File: src/rtl/mem_access_sequencer_if.sv
// Bundle of every handshake and data signal around mem_access_sequencer:
// the EX-side offer, the MemStage operand/control bus, and the
// register-file write-back port.
// The master view belongs to the sequencer; the slave view belongs to the
// surrounding pipeline (EX stage, MemStage and register file).
interface mem_access_sequencer_if #(
    parameter int I = 20,
    parameter int L = 8,
    parameter int A = 32,
    parameter int R = 5
);
    // EX stage offer
    logic             ex_valid;
    logic             ex_ready;
    logic             ex_mem_req;
    logic             ex_write;
    logic [1:0]       ex_op_type;
    logic             ex_op_source;
    logic [A-1:0]     ex_address;
    logic [I*L-1:0]   ex_alu_v;
    logic [I*L-1:0]   ex_rd2_v;
    logic [L-1:0]     ex_alu_s;
    logic [L-1:0]     ex_rd2_s;
    logic             ex_wb_en;
    logic [R-1:0]     ex_wb_rd;

    // MemStage control, operands and result
    logic             mem_rst;
    logic [1:0]       mem_op_type;
    logic             mem_op_source;
    logic             mem_write_enable;
    logic [A-1:0]     mem_address;
    logic [I*L-1:0]   mem_alu_v;
    logic [I*L-1:0]   mem_rd2_v;
    logic [L-1:0]     mem_alu_s;
    logic [L-1:0]     mem_rd2_s;
    logic             mem_finished;
    logic [L-1:0]     mem_scalar;
    logic [I*L-1:0]   mem_vector;

    // Register-file write-back port and status
    logic             wb_valid;
    logic             wb_en;
    logic [R-1:0]     wb_rd;
    logic             wb_vec;
    logic [L-1:0]     wb_scalar;
    logic [I*L-1:0]   wb_vector;
    logic             wb_error;
    logic             err_timeout;

    modport master (
        input  ex_valid, ex_mem_req, ex_write, ex_op_type, ex_op_source,
               ex_address, ex_alu_v, ex_rd2_v, ex_alu_s, ex_rd2_s,
               ex_wb_en, ex_wb_rd,
        output ex_ready,
        output mem_rst, mem_op_type, mem_op_source, mem_write_enable,
               mem_address, mem_alu_v, mem_rd2_v, mem_alu_s, mem_rd2_s,
        input  mem_finished, mem_scalar, mem_vector,
        output wb_valid, wb_en, wb_rd, wb_vec, wb_scalar, wb_vector,
               wb_error, err_timeout
    );

    modport slave (
        output ex_valid, ex_mem_req, ex_write, ex_op_type, ex_op_source,
               ex_address, ex_alu_v, ex_rd2_v, ex_alu_s, ex_rd2_s,
               ex_wb_en, ex_wb_rd,
        input  ex_ready,
        input  mem_rst, mem_op_type, mem_op_source, mem_write_enable,
               mem_address, mem_alu_v, mem_rd2_v, mem_alu_s, mem_rd2_s,
        output mem_finished, mem_scalar, mem_vector,
        input  wb_valid, wb_en, wb_rd, wb_vec, wb_scalar, wb_vector,
               wb_error, err_timeout
    );
endinterface

File: src/rtl/mem_access_sequencer.sv
// mem_access_sequencer: single-issue sequencer between EX and MemStage.
// One instruction is captured into a holding register, MemStage gets a
// one-cycle reset pulse (CLEAR) so its read/write engines restart, then
// the sequencer waits in ACCESS for mem_finished (bounded by TIMEOUT) and
// retires a one-cycle write-back packet from DONE. Non-memory instructions
// skip MemStage and retire the cycle after acceptance.
module mem_access_sequencer #(
    parameter int I       = 20,
    parameter int L       = 8,
    parameter int A       = 32,
    parameter int R       = 5,
    parameter int TIMEOUT = 64
) (
    input  logic                   clk,
    input  logic                   rst,
    mem_access_sequencer_if.master bus
);

    localparam int CNT_W = (TIMEOUT > 2) ? $clog2(TIMEOUT) : 1;
    localparam logic [CNT_W-1:0] CNT_ZERO = {CNT_W{1'b0}};
    localparam logic [CNT_W-1:0] CNT_ONE  = CNT_W'(1);
    // Last ACCESS cycle index: TIMEOUT cycles are counted 0 .. TIMEOUT-1
    localparam logic [CNT_W-1:0] CNT_LAST = CNT_W'(TIMEOUT - 1);

    localparam logic [I*L-1:0] ZERO_V = {(I*L){1'b0}};
    localparam logic [L-1:0]   ZERO_S = {L{1'b0}};
    localparam logic [A-1:0]   ZERO_A = {A{1'b0}};
    localparam logic [R-1:0]   ZERO_R = {R{1'b0}};

    typedef enum logic [1:0] {
        ST_IDLE   = 2'd0,
        ST_CLEAR  = 2'd1,
        ST_ACCESS = 2'd2,
        ST_DONE   = 2'd3
    } state_t;

    // Scalar result lane: only meaningful for scalar operations
    function automatic logic [L-1:0] sel_scalar(input logic is_vec, input logic [L-1:0] val);
        if (is_vec) begin
            return ZERO_S;
        end else begin
            return val;
        end
    endfunction

    // Vector result lane: only meaningful for vector operations
    function automatic logic [I*L-1:0] sel_vector(input logic is_vec, input logic [I*L-1:0] val);
        if (is_vec) begin
            return val;
        end else begin
            return ZERO_V;
        end
    endfunction

    state_t           state_r;
    logic [CNT_W-1:0] cnt_r;

    // Holding register: MemStage operands stay stable until next acceptance
    logic [1:0]       op_type_r;
    logic             op_source_r;
    logic             mem_we_r;
    logic [A-1:0]     address_r;
    logic [I*L-1:0]   alu_v_r;
    logic [I*L-1:0]   rd2_v_r;
    logic [L-1:0]     alu_s_r;
    logic [L-1:0]     rd2_s_r;
    logic             hold_wb_en_r;
    logic [R-1:0]     hold_wb_rd_r;

    // Write-back packet (held between retires)
    logic             wb_valid_r;
    logic             wb_en_r;
    logic [R-1:0]     wb_rd_r;
    logic             wb_vec_r;
    logic [L-1:0]     wb_scalar_r;
    logic [I*L-1:0]   wb_vector_r;
    logic             wb_error_r;
    logic             err_timeout_r;

    // Packet that retires if the FSM leaves its current state this cycle
    logic             ret_en_s;
    logic [R-1:0]     ret_rd_s;
    logic             ret_vec_s;
    logic [L-1:0]     ret_scalar_s;
    logic [I*L-1:0]   ret_vector_s;
    logic             ret_err_s;
    logic             access_end_s;

    // Assemble the retire packet for a bypass (IDLE) or memory (ACCESS) exit
    always_comb begin
        ret_en_s     = 1'b0;
        ret_rd_s     = hold_wb_rd_r;
        ret_vec_s    = op_type_r[1];
        ret_scalar_s = ZERO_S;
        ret_vector_s = ZERO_V;
        ret_err_s    = 1'b0;
        case (state_r)
            ST_IDLE: begin
                ret_en_s     = bus.ex_wb_en;
                ret_rd_s     = bus.ex_wb_rd;
                ret_vec_s    = bus.ex_op_type[1];
                ret_scalar_s = sel_scalar(bus.ex_op_type[1], bus.ex_alu_s);
                ret_vector_s = sel_vector(bus.ex_op_type[1], bus.ex_alu_v);
            end
            ST_ACCESS: begin
                if (bus.mem_finished) begin
                    if (mem_we_r) begin
                        // Stores never write the register file
                        ret_en_s = 1'b0;
                    end else begin
                        ret_en_s     = hold_wb_en_r;
                        ret_scalar_s = sel_scalar(op_type_r[1], bus.mem_scalar);
                        ret_vector_s = sel_vector(op_type_r[1], bus.mem_vector);
                    end
                end else begin
                    // Only used when the counter has run out: abort with zero data
                    ret_err_s = 1'b1;
                end
            end
            default: begin
                ret_en_s = 1'b0;
            end
        endcase
    end

    // ACCESS ends on completion, or on the last permitted cycle without it
    always_comb begin
        if (state_r == ST_ACCESS) begin
            access_end_s = bus.mem_finished || (cnt_r == CNT_LAST);
        end else begin
            access_end_s = 1'b0;
        end
    end

    // Main sequencer FSM with holding register and registered write-back packet
    always_ff @(posedge clk) begin
        if (rst) begin
            state_r       <= ST_IDLE;
            cnt_r         <= CNT_ZERO;
            op_type_r     <= 2'b00;
            op_source_r   <= 1'b0;
            mem_we_r      <= 1'b0;
            address_r     <= ZERO_A;
            alu_v_r       <= ZERO_V;
            rd2_v_r       <= ZERO_V;
            alu_s_r       <= ZERO_S;
            rd2_s_r       <= ZERO_S;
            hold_wb_en_r  <= 1'b0;
            hold_wb_rd_r  <= ZERO_R;
            wb_valid_r    <= 1'b0;
            wb_en_r       <= 1'b0;
            wb_rd_r       <= ZERO_R;
            wb_vec_r      <= 1'b0;
            wb_scalar_r   <= ZERO_S;
            wb_vector_r   <= ZERO_V;
            wb_error_r    <= 1'b0;
            err_timeout_r <= 1'b0;
        end else begin
            wb_valid_r <= 1'b0;
            case (state_r)
                ST_IDLE: begin
                    // ex_ready is high whenever IDLE is not in reset
                    if (bus.ex_valid) begin
                        op_type_r    <= bus.ex_op_type;
                        op_source_r  <= bus.ex_op_source;
                        address_r    <= bus.ex_address;
                        alu_v_r      <= bus.ex_alu_v;
                        rd2_v_r      <= bus.ex_rd2_v;
                        alu_s_r      <= bus.ex_alu_s;
                        rd2_s_r      <= bus.ex_rd2_s;
                        hold_wb_en_r <= bus.ex_wb_en;
                        hold_wb_rd_r <= bus.ex_wb_rd;
                        if (bus.ex_mem_req) begin
                            mem_we_r <= bus.ex_write;
                            state_r  <= ST_CLEAR;
                        end else begin
                            mem_we_r    <= 1'b0;
                            wb_valid_r  <= 1'b1;
                            wb_en_r     <= ret_en_s;
                            wb_rd_r     <= ret_rd_s;
                            wb_vec_r    <= ret_vec_s;
                            wb_scalar_r <= ret_scalar_s;
                            wb_vector_r <= ret_vector_s;
                            wb_error_r  <= ret_err_s;
                            state_r     <= ST_DONE;
                        end
                    end
                end
                ST_CLEAR: begin
                    // mem_finished may be stale here and is deliberately ignored
                    cnt_r   <= CNT_ZERO;
                    state_r <= ST_ACCESS;
                end
                ST_ACCESS: begin
                    if (access_end_s) begin
                        mem_we_r    <= 1'b0;
                        wb_valid_r  <= 1'b1;
                        wb_en_r     <= ret_en_s;
                        wb_rd_r     <= ret_rd_s;
                        wb_vec_r    <= ret_vec_s;
                        wb_scalar_r <= ret_scalar_s;
                        wb_vector_r <= ret_vector_s;
                        wb_error_r  <= ret_err_s;
                        if (ret_err_s) begin
                            err_timeout_r <= 1'b1;
                        end
                        state_r <= ST_DONE;
                    end else begin
                        cnt_r <= cnt_r + CNT_ONE;
                    end
                end
                ST_DONE: begin
                    state_r <= ST_IDLE;
                end
                default: begin
                    state_r <= ST_IDLE;
                end
            endcase
        end
    end

    // Acceptance window and MemStage reset follow reset directly
    assign bus.ex_ready         = (state_r == ST_IDLE) && !rst;
    assign bus.mem_rst          = rst || (state_r == ST_CLEAR);

    assign bus.mem_op_type      = op_type_r;
    assign bus.mem_op_source    = op_source_r;
    assign bus.mem_write_enable = mem_we_r;
    assign bus.mem_address      = address_r;
    assign bus.mem_alu_v        = alu_v_r;
    assign bus.mem_rd2_v        = rd2_v_r;
    assign bus.mem_alu_s        = alu_s_r;
    assign bus.mem_rd2_s        = rd2_s_r;

    assign bus.wb_valid         = wb_valid_r;
    assign bus.wb_en            = wb_en_r;
    assign bus.wb_rd            = wb_rd_r;
    assign bus.wb_vec           = wb_vec_r;
    assign bus.wb_scalar        = wb_scalar_r;
    assign bus.wb_vector        = wb_vector_r;
    assign bus.wb_error         = wb_error_r;
    assign bus.err_timeout      = err_timeout_r;

endmodule

File: src/flat_wrapper.sv
// flat-port wrapper written by rule: the top's interface ports become plain ports
module mem_access_sequencer_flat 
#(
    parameter int I       = 20,
    parameter int L       = 8,
    parameter int A       = 32,
    parameter int R       = 5,
    parameter int TIMEOUT = 64
)
  (clk, rst, bus_ex_valid, bus_ex_mem_req, bus_ex_write, bus_ex_op_type, bus_ex_op_source, bus_ex_address, bus_ex_alu_v, bus_ex_rd2_v, bus_ex_alu_s, bus_ex_rd2_s, bus_ex_wb_en, bus_ex_wb_rd, bus_ex_ready, bus_mem_rst, bus_mem_op_type, bus_mem_op_source, bus_mem_write_enable, bus_mem_address, bus_mem_alu_v, bus_mem_rd2_v, bus_mem_alu_s, bus_mem_rd2_s, bus_mem_finished, bus_mem_scalar, bus_mem_vector, bus_wb_valid, bus_wb_en, bus_wb_rd, bus_wb_vec, bus_wb_scalar, bus_wb_vector, bus_wb_error, bus_err_timeout);
  mem_access_sequencer_if #(.I(I), .L(L), .A(A), .R(R)) bus_i ();
  input  logic clk;
  input  logic rst;
  input wire logic [$bits(bus_i.ex_valid)-1:0] bus_ex_valid;
  input wire logic [$bits(bus_i.ex_mem_req)-1:0] bus_ex_mem_req;
  input wire logic [$bits(bus_i.ex_write)-1:0] bus_ex_write;
  input wire logic [$bits(bus_i.ex_op_type)-1:0] bus_ex_op_type;
  input wire logic [$bits(bus_i.ex_op_source)-1:0] bus_ex_op_source;
  input wire logic [$bits(bus_i.ex_address)-1:0] bus_ex_address;
  input wire logic [$bits(bus_i.ex_alu_v)-1:0] bus_ex_alu_v;
  input wire logic [$bits(bus_i.ex_rd2_v)-1:0] bus_ex_rd2_v;
  input wire logic [$bits(bus_i.ex_alu_s)-1:0] bus_ex_alu_s;
  input wire logic [$bits(bus_i.ex_rd2_s)-1:0] bus_ex_rd2_s;
  input wire logic [$bits(bus_i.ex_wb_en)-1:0] bus_ex_wb_en;
  input wire logic [$bits(bus_i.ex_wb_rd)-1:0] bus_ex_wb_rd;
  output wire logic [$bits(bus_i.ex_ready)-1:0] bus_ex_ready;
  output wire logic [$bits(bus_i.mem_rst)-1:0] bus_mem_rst;
  output wire logic [$bits(bus_i.mem_op_type)-1:0] bus_mem_op_type;
  output wire logic [$bits(bus_i.mem_op_source)-1:0] bus_mem_op_source;
  output wire logic [$bits(bus_i.mem_write_enable)-1:0] bus_mem_write_enable;
  output wire logic [$bits(bus_i.mem_address)-1:0] bus_mem_address;
  output wire logic [$bits(bus_i.mem_alu_v)-1:0] bus_mem_alu_v;
  output wire logic [$bits(bus_i.mem_rd2_v)-1:0] bus_mem_rd2_v;
  output wire logic [$bits(bus_i.mem_alu_s)-1:0] bus_mem_alu_s;
  output wire logic [$bits(bus_i.mem_rd2_s)-1:0] bus_mem_rd2_s;
  input wire logic [$bits(bus_i.mem_finished)-1:0] bus_mem_finished;
  input wire logic [$bits(bus_i.mem_scalar)-1:0] bus_mem_scalar;
  input wire logic [$bits(bus_i.mem_vector)-1:0] bus_mem_vector;
  output wire logic [$bits(bus_i.wb_valid)-1:0] bus_wb_valid;
  output wire logic [$bits(bus_i.wb_en)-1:0] bus_wb_en;
  output wire logic [$bits(bus_i.wb_rd)-1:0] bus_wb_rd;
  output wire logic [$bits(bus_i.wb_vec)-1:0] bus_wb_vec;
  output wire logic [$bits(bus_i.wb_scalar)-1:0] bus_wb_scalar;
  output wire logic [$bits(bus_i.wb_vector)-1:0] bus_wb_vector;
  output wire logic [$bits(bus_i.wb_error)-1:0] bus_wb_error;
  output wire logic [$bits(bus_i.err_timeout)-1:0] bus_err_timeout;
  assign bus_i.ex_valid = bus_ex_valid;
  assign bus_i.ex_mem_req = bus_ex_mem_req;
  assign bus_i.ex_write = bus_ex_write;
  assign bus_i.ex_op_type = bus_ex_op_type;
  assign bus_i.ex_op_source = bus_ex_op_source;
  assign bus_i.ex_address = bus_ex_address;
  assign bus_i.ex_alu_v = bus_ex_alu_v;
  assign bus_i.ex_rd2_v = bus_ex_rd2_v;
  assign bus_i.ex_alu_s = bus_ex_alu_s;
  assign bus_i.ex_rd2_s = bus_ex_rd2_s;
  assign bus_i.ex_wb_en = bus_ex_wb_en;
  assign bus_i.ex_wb_rd = bus_ex_wb_rd;
  assign bus_ex_ready = bus_i.ex_ready;
  assign bus_mem_rst = bus_i.mem_rst;
  assign bus_mem_op_type = bus_i.mem_op_type;
  assign bus_mem_op_source = bus_i.mem_op_source;
  assign bus_mem_write_enable = bus_i.mem_write_enable;
  assign bus_mem_address = bus_i.mem_address;
  assign bus_mem_alu_v = bus_i.mem_alu_v;
  assign bus_mem_rd2_v = bus_i.mem_rd2_v;
  assign bus_mem_alu_s = bus_i.mem_alu_s;
  assign bus_mem_rd2_s = bus_i.mem_rd2_s;
  assign bus_i.mem_finished = bus_mem_finished;
  assign bus_i.mem_scalar = bus_mem_scalar;
  assign bus_i.mem_vector = bus_mem_vector;
  assign bus_wb_valid = bus_i.wb_valid;
  assign bus_wb_en = bus_i.wb_en;
  assign bus_wb_rd = bus_i.wb_rd;
  assign bus_wb_vec = bus_i.wb_vec;
  assign bus_wb_scalar = bus_i.wb_scalar;
  assign bus_wb_vector = bus_i.wb_vector;
  assign bus_wb_error = bus_i.wb_error;
  assign bus_err_timeout = bus_i.err_timeout;
  mem_access_sequencer #(.I(I), .L(L), .A(A), .R(R), .TIMEOUT(TIMEOUT)) u_core (.clk(clk), .rst(rst), .bus(bus_i));
endmodule
File: config.mk
export PLATFORM = sky130hd
export DESIGN_NAME = mem_access_sequencer_flat
export DESIGN_NICKNAME = d
export VERILOG_FILES = /design/src/rtl/mem_access_sequencer_if.sv /design/src/rtl/mem_access_sequencer.sv /design/src/flat_wrapper.sv
export SDC_FILE = /design/constraint.sdc
export NUM_CORES = 1
export LEC_CHECK = 0
export CAP_MARGIN = 20
export CORE_AREA = 2 2 425 427
export CTS_BUF_LIST = sky130_fd_sc_hd__clkbuf_4 sky130_fd_sc_hd__clkbuf_8 sky130_fd_sc_hd__clkbuf_16
export DETAILED_ROUTE_END_ITERATION = 8
export DIE_AREA = 0 0 427 429
export GPL_TIMING_DRIVEN = 0
export PLACE_DENSITY = 0.3
export SLEW_MARGIN = 5
export SYNTH_ARGS = -nofsm -noshare
export SYNTH_HDL_FRONTEND = slang
export SYNTH_SLANG_ARGS = --single-unit
File: constraint.sdc
create_clock -name clk -period 2.5 [get_ports clk]
set_input_delay 0.625 -clock clk [delete_from_list [all_inputs] [get_ports clk]]
set_output_delay 0.625 -clock clk [all_outputs]
set_load 0.05 [all_outputs]
==> impl_metrics.toml <==
[cells_and_area]
drive_gt1_share_pct = 12.3
nNetsFinal = 4292
area_growth_pct = 75.7
finalInstanceArea_um2 = 38300
post-route-util_pct = 21.5
stdcell_count = 6168

[power]
p_leak_nw = 15.6
p_sw_mw = 18.5
p_int_mw = 23.1
pwr-share-comb_pct = 41.9
seq_power_share_pct = 27.9
switching_share_pct = 44.5
peakVddDrop_v = 0.000428
power_density_nw_per_um2 = 1090
pwr-share-clk_pct = 30.2

[placed_design]
port_buffers = 1101
place_ws_ns = -1.55
gp_congestion = 0.855
dp.cells = 6002
dp_hpwl_um = 130000
placedInstanceArea_um2 = 35900

[detailed_routing]
ant_nets = 0
viasPerCell = 3.85
firstDrtPassIters = 6
vias = 23736
drc_errors = 0
wirelength_um = 162000
wl_per_cell_um = 26.3
dr.first_iter.drc_count = 1173

[critical_path]
cp.required_ns = 1.88
r2r_end = "u_core.bus.wb_vector[45]"
crit_type = "register to output pin"
rr_worst_depth = 8
regToRegSetupSlack_ns = 0.15
reg2reg_from = "u_core.state_r[0]"
crit_path_end_kind = "output pin"
start_kind = "register"
crit_arrival_ns = 1.83
worstPathMaxFanout = 6

[sta]
slew_headroom_pct = 39.0
rsz0062_at_grt = "true"
finalSetupViolations = 0
final_max_slew_viol_count = 0
hold_viol = 0
timing.hold.ws_ns = 0.448
finalWorstSetupSlack_ns = 0.0440
tightestPinTransition_ns = 0.915
fin_crit_sh_pct = 98.2
final.setup_skew_ns = 0.0233
finalCriticalPeriod_ns = 2.46
max_freq_mhz = 407

[hold_path]
hp-class = "register to register"
hold_end = "u_core.bus.mem_alu_v[65]"
hold_depth = 2
hp-start = "u_core.bus.mem_alu_v[65]"

[grt]
antenna_found_initial = 40
met2_usage_pct = 32.1
grt_pass1_wl_um = 216000
grt_pass1_vias = 24306
grt_overflow = 0
grt_use_met3_pct = 4.88
grt-busiest-layer = "met2"
grt_usage_pct = 17.0
use_met1_pct = 18.7
grt_max_degree = 20

[clock_tree]
clk-insertion-delay-late_ns = 0.71
cts_root_buffer = "clkbuf_16"
clock_sinks = 564
cts_tree = "yes"
cts_buffers = 84
cts_htree_levels = 3
cts.reportedPaths.clkPinSlew_ns = 0.06
cts_buffer_depth = 3

[floorplanning]
die_w_um = 427
start_util_pct = 12.2
die_y_um = 429
rows = 155
core_um2 = 178000
dieArea_um2 = 183000
io_pins = 1103

[yosys]
synth_top_cell_area_share_pct = 51.8
ys_warn_count = 0
synth.yosys.seq_area_share_pct = 51.8
synth_seq_cells = 564
syn_avg_cell_area_um2 = 8.58
netlist_area_um2 = 21800
yosys-top-cells-area = "dfxtp_1 52%, nand2_1 13%, a21oi_1 13%, a211oi_2 7.9%, a22oi_1 5.8%"
synth_cells = 2541
synth_cell_types = 36
syn_nets = 3096
yosys.area.top_type = "dfxtp_1"

[run]
cap_violations = 0

[outcome]
outcome = "completed"
==> worst max-delay path by stage <==
stage / slack, ns / from / endpoint
after global placement: -2.09 / rst / bus_mem_rst
final: 0.04 / u_core.state_r[0] / bus_ex_ready
after floorplan: 0.06 / rst / bus_ex_ready
after detailed placement: -1.55 / rst / bus_mem_rst
after global routing: -0.06 / u_core.state_r[1] / bus_ex_ready
after CTS: -0.24 / u_core.state_r[0] / bus_ex_ready
==> synthesized netlist by cell type <==
library cell and count:
a211oi_1 36, a211oi_2 138, a21oi_1 562, a21oi_4 1
a22oi_1 168, a311oi_1 1, a31oi_1 2, and2_1 1
and2b_2 1, and4b_1 1, buf_1 6, buf_2 90
buf_4 12, buf_6 6, clkbuf_1 130, dfxtp_1 564
ha_1 4, inv_1 4, mux2i_1 6, nand2_1 761
nand2_2 1, nand2b_1 6, nand3_1 8, nand4_1 1
nand4b_1 1, nor2_1 5, nor2b_1 4, nor3_1 3
nor4bb_1 1, o2111ai_1 1, o21a_2 1, o21ai_0 9
o21ai_1 1, o21ai_2 2, or3_1 2, or4_1 1
==> cells by family after synthesis <==
| kind of cell | share of synthesized area [%] |
|---|---|
| fa+ha+maj | 0.230 |
| compound gates | 28.4 |
| buf+inv | 5.20 |
| simple gates | 14.1 |
| flops | 51.8 |
| mux | 0.276 |
==> power groups by stage <==
stage / combinational, mW / clock, mW / sequential, mW
after CTS: 17.7 / 13.1 / 11.6
after global placement: 18.6 / 0 / 11.8
after global routing: 18.4 / 13.4 / 11.8
final: 17.4 / 12.6 / 11.6
after floorplan: 5.13 / 0 / 17.2
after detailed placement: 18.6 / 0 / 11.8
==> per-layer routing <==
metal	vias up	routed length, um	part of all wire (%)
li1	11256	-	-
met1	11523	62000	38
met2	749	86700	54
met3	182	10300	6.3
met4	26	2890	1.8
met5	-	167	0.10
==> cell usage in the layout, fill, tap and decap left out, types with 6 or more instances in the layout <==
| cell | Yosys | routed |
|---|---|---|
| clkbuf_4 | 0 | 33 |
| nand2_1 | 761 | 761 |
| clkinv_2 | 0 | 6 |
| buf_4 | 12 | 25 |
| buf_6 | 6 | 12 |
| clkbuf_1 | 130 | 93 |
| dlygate4sd2_1 | 0 | 538 |
| diode_2 | 0 | 11 |
| clkbuf_8 | 0 | 17 |
| clkdlybuf4s15_2 | 0 | 10 |
| nand2b_1 | 6 | 6 |
| nand3_1 | 8 | 8 |
| dfxtp_1 | 564 | 562 |
| clkdlybuf4s50_1 | 0 | 549 |
| buf_1 | 6 | 6 |
| buf_2 | 90 | 75 |
| o21ai_0 | 9 | 9 |
| a22oi_1 | 168 | 168 |
| clkbuf_2 | 0 | 33 |
| a211oi_1 | 36 | 36 |
| a21oi_1 | 562 | 562 |
| a211oi_2 | 138 | 138 |
| clkbuf_16 | 0 | 87 |
| mux2i_1 | 6 | 6 |
==> sequential cells by signal, indices dropped and copies added, names as in the netlist, 2 cells and up <==
name,count
u_core.bus.mem_alu_v,160
u_core.bus.mem_rd2_s,8
u_core.bus.mem_op_type,2
u_core.bus.wb_vector,160
u_core.bus.wb_rd,5
u_core.bus.wb_scalar,8
u_core.bus.mem_rd2_v,160
u_core.hold_wb_rd_r,5
u_core.bus.mem_address,32
u_core.cnt_r,6
u_core.bus.mem_alu_s,8
u_core.state_r,2
==> metrics by stage <==
| stage | total power, mW | setup TNS, ns |
|---|---|---|
| final | 41.6 | 0 |
| after global placement | 30.5 | -568.59 |
| after floorplan | 22.4 | 0 |
| after global routing | 43.6 | -0.0975 |
| after detailed placement | 30.5 | -380.11 |
| after CTS | 42.4 | -0.240 |
==> area by class of cell <==
type	count	area, um^2
Tap cell	2355	2950
Clock inverter	18	255
Inverter	4	15.0
Timing Repair Buffer	1112	10500
Fill cell	19965	140000
Buffer	242	1240
Sequential cell	564	11300
Multi-Input combinational cell	1729	9400
Antenna cell	11	27.5
Clock buffer	133	2620
==> critical path: stages, from the launching register on <==
cell and delay (ns):
dfxtp_2 0.32, inv_1 0.08, ha_2 0.18, buf_6 0.11, buf_12 0.12, nor2b_4 0.15
buf_8 0.16
==> what timing repair did <==
action / in CTS / in global routing
hold buffers: 0 / 0
resized for setup: 624 / 47
setup buffers: 1 / 5
setup endpoints to repair: 959 / 274
pin swaps: 1 / 0
endpoints found under the hold margin: 0 / 0
cloned: 0 / 0
Note: power is estimated with default switching activity, not from simulation.
